`src/rtl/booth_muler.sv`:
```
// Sequential radix-2 Booth multiplier (signed N x N -> 2N); product valid N+1 cycles after input handshake.
// in_ready only in IDLE; product held in DONE until out_ready, then one IDLE cycle before the next accept.
module signed_add_sub #(
  parameter int n = 8
) (
  input  logic [n-1:0] a,
  input  logic [n-1:0] b,
  input  logic         add_sub,
  output logic [n-1:0] sum,
  output logic         carry,
  output logic         zero,
  output logic         overflow
);
  logic [n-1:0] b_x;
  logic [n:0]   full;

  always_comb begin
    b_x      = add_sub ? ~b : b;
    full     = {1'b0, a} + {1'b0, b_x} + {{n{1'b0}}, add_sub};
    sum      = full[n-1:0];
    carry    = full[n];
    zero     = (full[n-1:0] == '0);
    overflow = (a[n-1] == b_x[n-1]) && (full[n-1] != a[n-1]);
  end
endmodule

module booth_muler #(
  parameter int N = 8
) (
  input  logic           clk,
  input  logic           rst,
  input  logic           in_valid,
  output logic           in_ready,
  input  logic [N-1:0]   a,
  input  logic [N-1:0]   b,
  output logic           out_valid,
  input  logic           out_ready,
  output logic [2*N-1:0] p
);
  localparam int CW = (N > 2) ? $clog2(N) : 1;

  typedef enum logic [1:0] {IDLE, CALC, DONE} state_t;

  state_t           state_q, state_d;
  logic [N:0]       acc_q, acc_d;
  logic [N-1:0]     q_q, q_d;
  logic             q_1_q, q_1_d;
  logic [N:0]       m_q, m_d;
  logic [CW-1:0]    cnt_q, cnt_d;
  logic             in_ready_q, in_ready_d;
  logic             out_valid_q, out_valid_d;
  logic [2*N-1:0]   p_q, p_d;

  logic [1:0]       booth_pair;
  logic             do_sub;
  logic [N:0]       adder_sum;
  logic [N:0]       acc_step;
  logic [2*N+1:0]   shifted;
  logic             adder_unused_carry;
  logic             adder_unused_zero;
  logic             adder_unused_overflow;

  assign booth_pair = {q_q[0], q_1_q};
  assign do_sub     = (booth_pair == 2'b10);

  signed_add_sub #(.n(N + 1)) u_add_sub (
    .a        (acc_q),
    .b        (m_q),
    .add_sub  (do_sub),
    .sum      (adder_sum),
    .carry    (adder_unused_carry),
    .zero     (adder_unused_zero),
    .overflow (adder_unused_overflow)
  );

  always_comb begin
    state_d     = state_q;
    acc_d       = acc_q;
    q_d         = q_q;
    q_1_d       = q_1_q;
    m_d         = m_q;
    cnt_d       = cnt_q;
    in_ready_d  = in_ready_q;
    out_valid_d = out_valid_q;
    p_d         = p_q;
    acc_step    = (booth_pair == 2'b01 || booth_pair == 2'b10) ? adder_sum : acc_q;
    // Arithmetic shift of {A', Q, q_1}: A' MSB replicated, q_1 falls off the end.
    shifted     = {acc_step[N], acc_step, q_q};

    case (state_q)
      IDLE: begin
        if (in_valid) begin
          acc_d      = '0;
          q_d        = b;
          q_1_d      = 1'b0;
          m_d        = {a[N-1], a};
          cnt_d      = '0;
          in_ready_d = 1'b0;
          state_d    = CALC;
        end
      end
      CALC: begin
        {acc_d, q_d, q_1_d} = shifted;
        cnt_d = cnt_q + CW'(1);
        if (cnt_q == CW'(N - 1)) begin
          state_d     = DONE;
          out_valid_d = 1'b1;
          p_d         = shifted[2*N:1];
        end
      end
      DONE: begin
        if (out_ready) begin
          out_valid_d = 1'b0;
          in_ready_d  = 1'b1;
          state_d     = IDLE;
        end
      end
      default: begin
        state_d     = IDLE;
        in_ready_d  = 1'b1;
        out_valid_d = 1'b0;
      end
    endcase
  end

  always_ff @(posedge clk) begin
    if (rst) begin
      state_q     <= IDLE;
      acc_q       <= '0;
      q_q         <= '0;
      q_1_q       <= 1'b0;
      m_q         <= '0;
      cnt_q       <= '0;
      in_ready_q  <= 1'b1;
      out_valid_q <= 1'b0;
      p_q         <= '0;
    end else begin
      state_q     <= state_d;
      acc_q       <= acc_d;
      q_q         <= q_d;
      q_1_q       <= q_1_d;
      m_q         <= m_d;
      cnt_q       <= cnt_d;
      in_ready_q  <= in_ready_d;
      out_valid_q <= out_valid_d;
      p_q         <= p_d;
    end
  end

  assign in_ready  = in_ready_q;
  assign out_valid = out_valid_q;
  assign p         = p_q;
endmodule

```
`config.mk`:
```
export PLATFORM = sky130hd
export DESIGN_NAME = booth_muler
export DESIGN_NICKNAME = d
export VERILOG_FILES = /design/src/rtl/booth_muler.sv
export SDC_FILE = /design/constraint.sdc
export NUM_CORES = 1
export LEC_CHECK = 0
export CAP_MARGIN = 15
export CORE_ASPECT_RATIO = 1.75
export CORE_MARGIN = 4
export CORE_UTILIZATION = 48
export DETAILED_ROUTE_END_ITERATION = 12
export GPL_ROUTABILITY_DRIVEN = 0
export HOLD_SLACK_MARGIN = 0.06
export PLACE_DENSITY = 0.75
export SLEW_MARGIN = 20
export SYNTH_ARGS = -nofsm -noshare
export SYNTH_HDL_FRONTEND = slang
export SYNTH_SLANG_ARGS = --single-unit
```
`constraint.sdc`:
```
create_clock -name clk -period 2.5 [get_ports clk]
set_clock_uncertainty 0.1 [all_clocks]
set_input_delay 0.75 -clock clk [delete_from_list [all_inputs] [get_ports clk]]
set_output_delay 0.75 -clock clk [all_outputs]
set_load 0.1 [all_outputs]
```
==> results of run 1 <==
[worst max-delay path: stages, from the launching register on]
cell and delay [ps]:
dfxtp_2 330, inv_1 60, ha_4 170, buf_6 140, xor2_1 140, ha_1 350
or3b_2 500, o311ai_2 90, nor4_1 90, buf_4 130, a211oi_1 210
[flip-flops by register name, indices dropped and copies added, names as in the netlist]
register / flops
m_q: 8
out_valid: 1
cnt_q: 3
acc_q: 8
q_q: 8
in_ready: 1
state_q: 2
p: 16
q_1_q: 1
[routing by layer]
layer	vias up	GRT usage, %	part of all wire [%]
li1	1185	-	-
met1	1143	23.22	39
met2	75	36.44	53
met3	17	2.817	5.0
met4	0	9.479	3.2
met5	-	0	0
[power by group]
group          internal (mW)  switching [mW]  total (mW)  leakage (nW)
Combinational          0.200           0.224       0.423         0.825
Clock                  0.353           0.258       0.612        0.0645
Sequential             0.796          0.0307       0.827         0.392
[worst paths after layout]
check,start,endpoint,cells after the start
setup / recovery,q_1_q,p[13],10
hold / removal,p[0],p[0],2
setup reg to reg,q_1_q,p[13],10
hold reg to reg,p[0],p[0],2
[stage by stage]
stage / hold WS (ps) / setup slack, ps / total power [mW] / std cells
after global placement: 342.3 / 38.95 / 1.210 / 399
after floorplan: 344.9 / 31.23 / 1.082 / 312
after CTS: 360.1 / 10.19 / 1.823 / 407
after global routing: 383.3 / 1.701 / 1.943 / 409
final: 359.8 / 127.0 / 1.862 / 409
after detailed placement: 348.3 / -34.85 / 1.215 / 399
[kinds of logic (layout without fill, tap and decap cells)]
kind of cell | count (synthesis) | in the layout | share of synthesized area (%)
DFF | 48 | 48 | 38.29
muxes | 4 | 4 | 1.794
xor gates and xnor gates | 9 | 9 | 3.141
AOI/OAI and AO/OA | 80 | 80 | 20.54
buffers and inverters | 30 | 73 | 5.732
and+or+nand+nor | 130 | 130 | 24.73
adders and majority gates | 11 | 11 | 5.783
[layout make-up]
| cell class | count | area, µm² |
|---|---|---|
| clock buffers | 7 | 96.34 |
| clock inverters | 1 | 30.03 |
| repair buffers | 61 | 521.8 |
| flip-flops and latches | 48 | 963.4 |
| inverters | 4 | 15.01 |
| fillers | 437 | 1834 |
| multi-input cells | 234 | 1491 |
| well taps | 54 | 67.56 |
[cell usage after synthesis (3+ instances only)]
| cell | number |
|---|---|
| nand2_1 | 59 |
| dfxtp_1 | 48 |
| a21oi_1 | 38 |
| nor2_1 | 21 |
| buf_2 | 12 |
| nand3_1 | 11 |
| clkbuf_1 | 10 |
| ha_1 | 10 |
| a311oi_1 | 7 |
| o21ai_0 | 7 |
| xor2_1 | 7 |
| a211oi_1 | 6 |
| nand2b_1 | 6 |
| nor2b_1 | 5 |
| inv_1 | 4 |
| nand4_1 | 4 |
| a21o_1 | 3 |
| a31oi_1 | 3 |
| mux2i_1 | 3 |
| nor3_1 | 3 |
| nor4_1 | 3 |
| o211a_1 | 3 |
[timing repair]
item                       in CTS  in global routing
gates cloned                    0                  0
setup buffers                   0                  2
pin swaps                       0                  2
setup endpoints to repair       1                 10
resized for setup               3                 16
==> impl_metrics.env, run 1 <==
export IMPL_synth_top_area_share_pct=38.29
export IMPL_critPathKind="flop to flop"
export IMPL_slew_headroom_pct=75.18
export IMPL_grt_max_degree=46
export IMPL_pin_count=38
export IMPL_cts_made_buffers=5
export IMPL_synthFlopType="dfxtp_1"
export IMPL_first_pass_iters=4
export IMPL_die_height_um=103.7
export IMPL_dp_hpwl_mm=4.684
export IMPL_drtIter0Drc=112
export IMPL_irDropWorstVdd_mv=0.4755
export IMPL_cts_tree="done"
export IMPL_antenna_left=0
export IMPL_status="completed"
export IMPL_final_common_cell="nand2_1"
export IMPL_initial_core_util_pct=50.00
export IMPL_ys_warn_count=0
export IMPL_ctsHtreeMaxLevel=2
export IMPL_r2r_slack_ps=130
export IMPL_fp_coreArea_um2=5020
export IMPL_clock_sinks=48
export IMPL_routed_via_count=2420
export IMPL_tightest_slew_ps=367.1
export IMPL_synth_cell_area_um2=2510
export IMPL_yosys_area_top_type="dfxtp_1"
export IMPL_rsz0062_at_grt="no"
export IMPL_grt_pass1_wl_mm=10.79
export IMPL_via_per_inst=5.917
export IMPL_arrival_ps=2500
export IMPL_fin_crit_sh_pct=94.92
export IMPL_hold_violations=0
export IMPL_synth_cells=312
export IMPL_drc_errors=0
export IMPL_synthTopCellsByArea="dfxtp_1 38%, nand2_1 8.8%, a21oi_1 7.6%"
export IMPL_hp_class="flop to flop"
export IMPL_worstPathMaxFanout=6
export IMPL_std_cell_rows=34
export IMPL_cap_violations=0
export IMPL_die_w_um=62.66
export IMPL_p_per_area_nw_per_um2=584.4
export IMPL_p_leak_nw=1.281
export IMPL_synth_seq_cells=48
export IMPL_crit_required_ps=2630
export IMPL_avgSynthCellArea_um2=8.045
export IMPL_tns_ps=0
export IMPL_async_flop_share_pct=0
export IMPL_antenna_found_initial=0
export IMPL_die_area_um2=6495
export IMPL_grt_usage_pct=20.30
export IMPL_setup_viol=0
export IMPL_post_route_util_pct=63.46
export IMPL_clock_fmax_mhz=421.4
export IMPL_post_drt_wl_per_cell_um=15.84
export IMPL_diodes=0
export IMPL_finish_instance_area_um2=3186
export IMPL_synth_edff_count=0
export IMPL_insertion_delay_ps=300
export IMPL_grt_pass1_vias=2288
export IMPL_clkTransAtPathRegs_ps=100
export IMPL_wl_mm=6.480
export IMPL_layout_min_cycle_time_ps=2373
export IMPL_synth_distinct_cells=54
export IMPL_clockBufferDepth=2
export IMPL_grt_overflow=0
export IMPL_final_nets=385
export IMPL_crit_path_start_kind="flop"
export IMPL_drive_gt1_share_pct=20.00
export IMPL_layout_common_cells="59 x nand2_1, 46 x dfxtp_1, 40 x buf_4, 37 x a21oi_1, 21 x nor2_1"
export IMPL_root_buffer="clkbuf_8"
export IMPL_yosysSeqAreaShare_pct=38.29
export IMPL_drv_slew=0
export IMPL_synthesis_nets=343
export IMPL_critPathCaptureType="flop"
export IMPL_io_buffers=37
export IMPL_postPlaceCellArea_um2=2952
export IMPL_cts_hold_buf=0
export IMPL_synthToLayoutAreaGrowth_pct=26.92
(Power assumes the default switching activity.)
==> run 2: changes to the inputs <==
--- a/config.mk
+++ b/config.mk
@@ -12,7 +12,7 @@
 export DETAILED_ROUTE_END_ITERATION = 12
 export GPL_ROUTABILITY_DRIVEN = 0
 export HOLD_SLACK_MARGIN = 0.06
-export PLACE_DENSITY = 0.75
+export PLACE_DENSITY = 0.73
 export SLEW_MARGIN = 20
 export SYNTH_ARGS = -nofsm -noshare
 export SYNTH_HDL_FRONTEND = slang
==> impl_metrics.env, run 2 (synthesized netlist as in run 1, its figures left out) <==
export IMPL_cpMostUsedCell="inv_1"
export IMPL_io_buffers=37
export IMPL_cp_depth=9
export IMPL_antenna_found_initial=0
export IMPL_status="completed"
export IMPL_wl_mm=6.179
export IMPL_cp_num_buf_inv=2
export IMPL_grt_pass1_wl_mm=10.06
export IMPL_reg2reg_depth=9
export IMPL_clock_sinks=48
export IMPL_ctsHtreeMaxLevel=2
export IMPL_postPlaceCellArea_um2=2934
export IMPL_crit_path_start_kind="flop"
export IMPL_fp_coreArea_um2=5020
export IMPL_crit_required_ps=2630
export IMPL_cts_tree="done"
export IMPL_antenna_left=0
export IMPL_cpLargestDelayFamily="compound AO/OA/AOI/OAI gates"
export IMPL_tightest_slew_ps=741.3
export IMPL_holdPathStages=2
export IMPL_setup_viol=0
export IMPL_routed_via_count=2318
export IMPL_drtIter0Drc=164
export IMPL_diodes=0
export IMPL_worstPathMaxFanout=3
export IMPL_grt_max_degree=46
export IMPL_pin_count=38
export IMPL_r2r_start="q_1_q"
export IMPL_layout_common_cells="59 x nand2_1, 47 x dfxtp_1, 37 x a21oi_1, 36 x buf_4, 21 x nor2_1"
export IMPL_cpMaxStageDelayCell="fa_2"
export IMPL_cts_hold_buf=0
export IMPL_critPathCaptureType="flop"
export IMPL_first_pass_iters=4
export IMPL_arrival_ps=2520
export IMPL_critPathKind="flop to flop"
export IMPL_grt_overflow=0
export IMPL_layout_min_cycle_time_ps=2396
export IMPL_rsz0062_at_grt="no"
export IMPL_grt_pass1_vias=2198
export IMPL_seq_area_um2=962.2
export IMPL_die_height_um=103.7
export IMPL_final_nets=381
export IMPL_initial_core_util_pct=50.00
export IMPL_drc_errors=0
export IMPL_std_cell_rows=34
export IMPL_clock_fmax_mhz=417.3
export IMPL_drv_slew=0
export IMPL_cp_startpoint="q_1_q"
export IMPL_post_route_util_pct=61.32
export IMPL_cts_made_buffers=5
export IMPL_clkTransAtPathRegs_ps=100
export IMPL_fin_cells=405
export IMPL_via_per_inst=5.723
export IMPL_multiInputGateArea_um2=1439
export IMPL_nFillCells=463
export IMPL_post_drt_wl_per_cell_um=15.26
export IMPL_irDropWorstVdd_mv=0.3553
export IMPL_largest_reg_flops=16
export IMPL_root_buffer="clkbuf_8"
export IMPL_slew_headroom_pct=50.58
export IMPL_finish_instance_area_um2=3078
export IMPL_p_per_area_nw_per_um2=554.8
export IMPL_timing_hold_ws_ps=362.5
export IMPL_path_cells="inv_1 > ha_4 > mux2i_1 > inv_1 > fa_2 > a21o_1 > a2111oi_2 > nor3_1 > a211oi_1"
export IMPL_p_total_mw=1.708
export IMPL_hp_class="flop to flop"
export IMPL_die_w_um=62.66
export IMPL_final_common_cell="nand2_1"
export IMPL_min_from="p[0]"
export IMPL_insertion_delay_ps=310
export IMPL_fin_crit_sh_pct=95.86
export IMPL_p_leak_nw=1.243
export IMPL_slowest_delay_ps=390
export IMPL_place_detailed_instances=395
export IMPL_hold_violations=0
export IMPL_cap_violations=0
export IMPL_clockBufferDepth=2
export IMPL_synthToLayoutAreaGrowth_pct=22.63
export IMPL_dp_hpwl_mm=4.498
export IMPL_die_area_um2=6495
export IMPL_grt_usage_pct=19.04
export IMPL_drive_gt1_share_pct=17.09
[run 2: timing repair]
item | CTS | global route
gates resized for setup | 3 | 6
hold endpoints to repair | 0 | 0
pin swaps | 1 | 3
buffers inserted | 1 | 1
setup endpoints to repair | 3 | 10
[run 2: power breakdown]
| group | switching [mW] | internal (mW) | total, mW |
|---|---|---|---|
| combinational | 0.213 | 0.181 | 0.394 |
| sequential | 0.0296 | 0.796 | 0.826 |
| clock | 0.284 | 0.204 | 0.488 |
| total | 0.526 | 1.18 | 1.71 |
[run 2: metal layers]
layer,part of all wire [%],wire (µm),track usage [%],vias to the layer above
li1,-,-,-,1175
met1,40,2447,20.35,1090
met2,55,3407,35.37,40
met3,3.0,183,2.817,13
met4,2.3,141,9.479,0
met5,0,0,0,-
[run 2: layout make-up]
class / count / share of cell area, %
repair buffers: 57 / 16.26
flip-flops and latches: 48 / 31.26
clock inverters: 3 / 0.8130
well taps: 54 / 2.195
multi-input cells: 234 / 46.75
clock buffers: 5 / 2.236
inverters: 4 / 0.4878
[run 2: tightest hold or removal path: cells and delay by family (launching register included)]
family | cells | cell delay, ps
flip-flops | 1 | 320
AND/OR/NAND/NOR | 1 | 50
AO/OA/AOI/OAI | 1 | 50
[run 2: through the flow]
stage          worst slack [ps]  setup TNS [ps]
2_1_floorplan             31.23               0
3_5_place_dp             -58.40          -58.40
3_3_place_gp              55.74               0
6_report                  103.6               0
4_1_cts                   9.833               0
5_1_grt                 0.05174               0
[run 2: worst paths after layout]
kind	to	slack [ps]
worst min-delay path	p[0]	360
worst max-delay path	p[11]	100
worst min register to register	p[0]	360
worst max register to register	p[11]	100
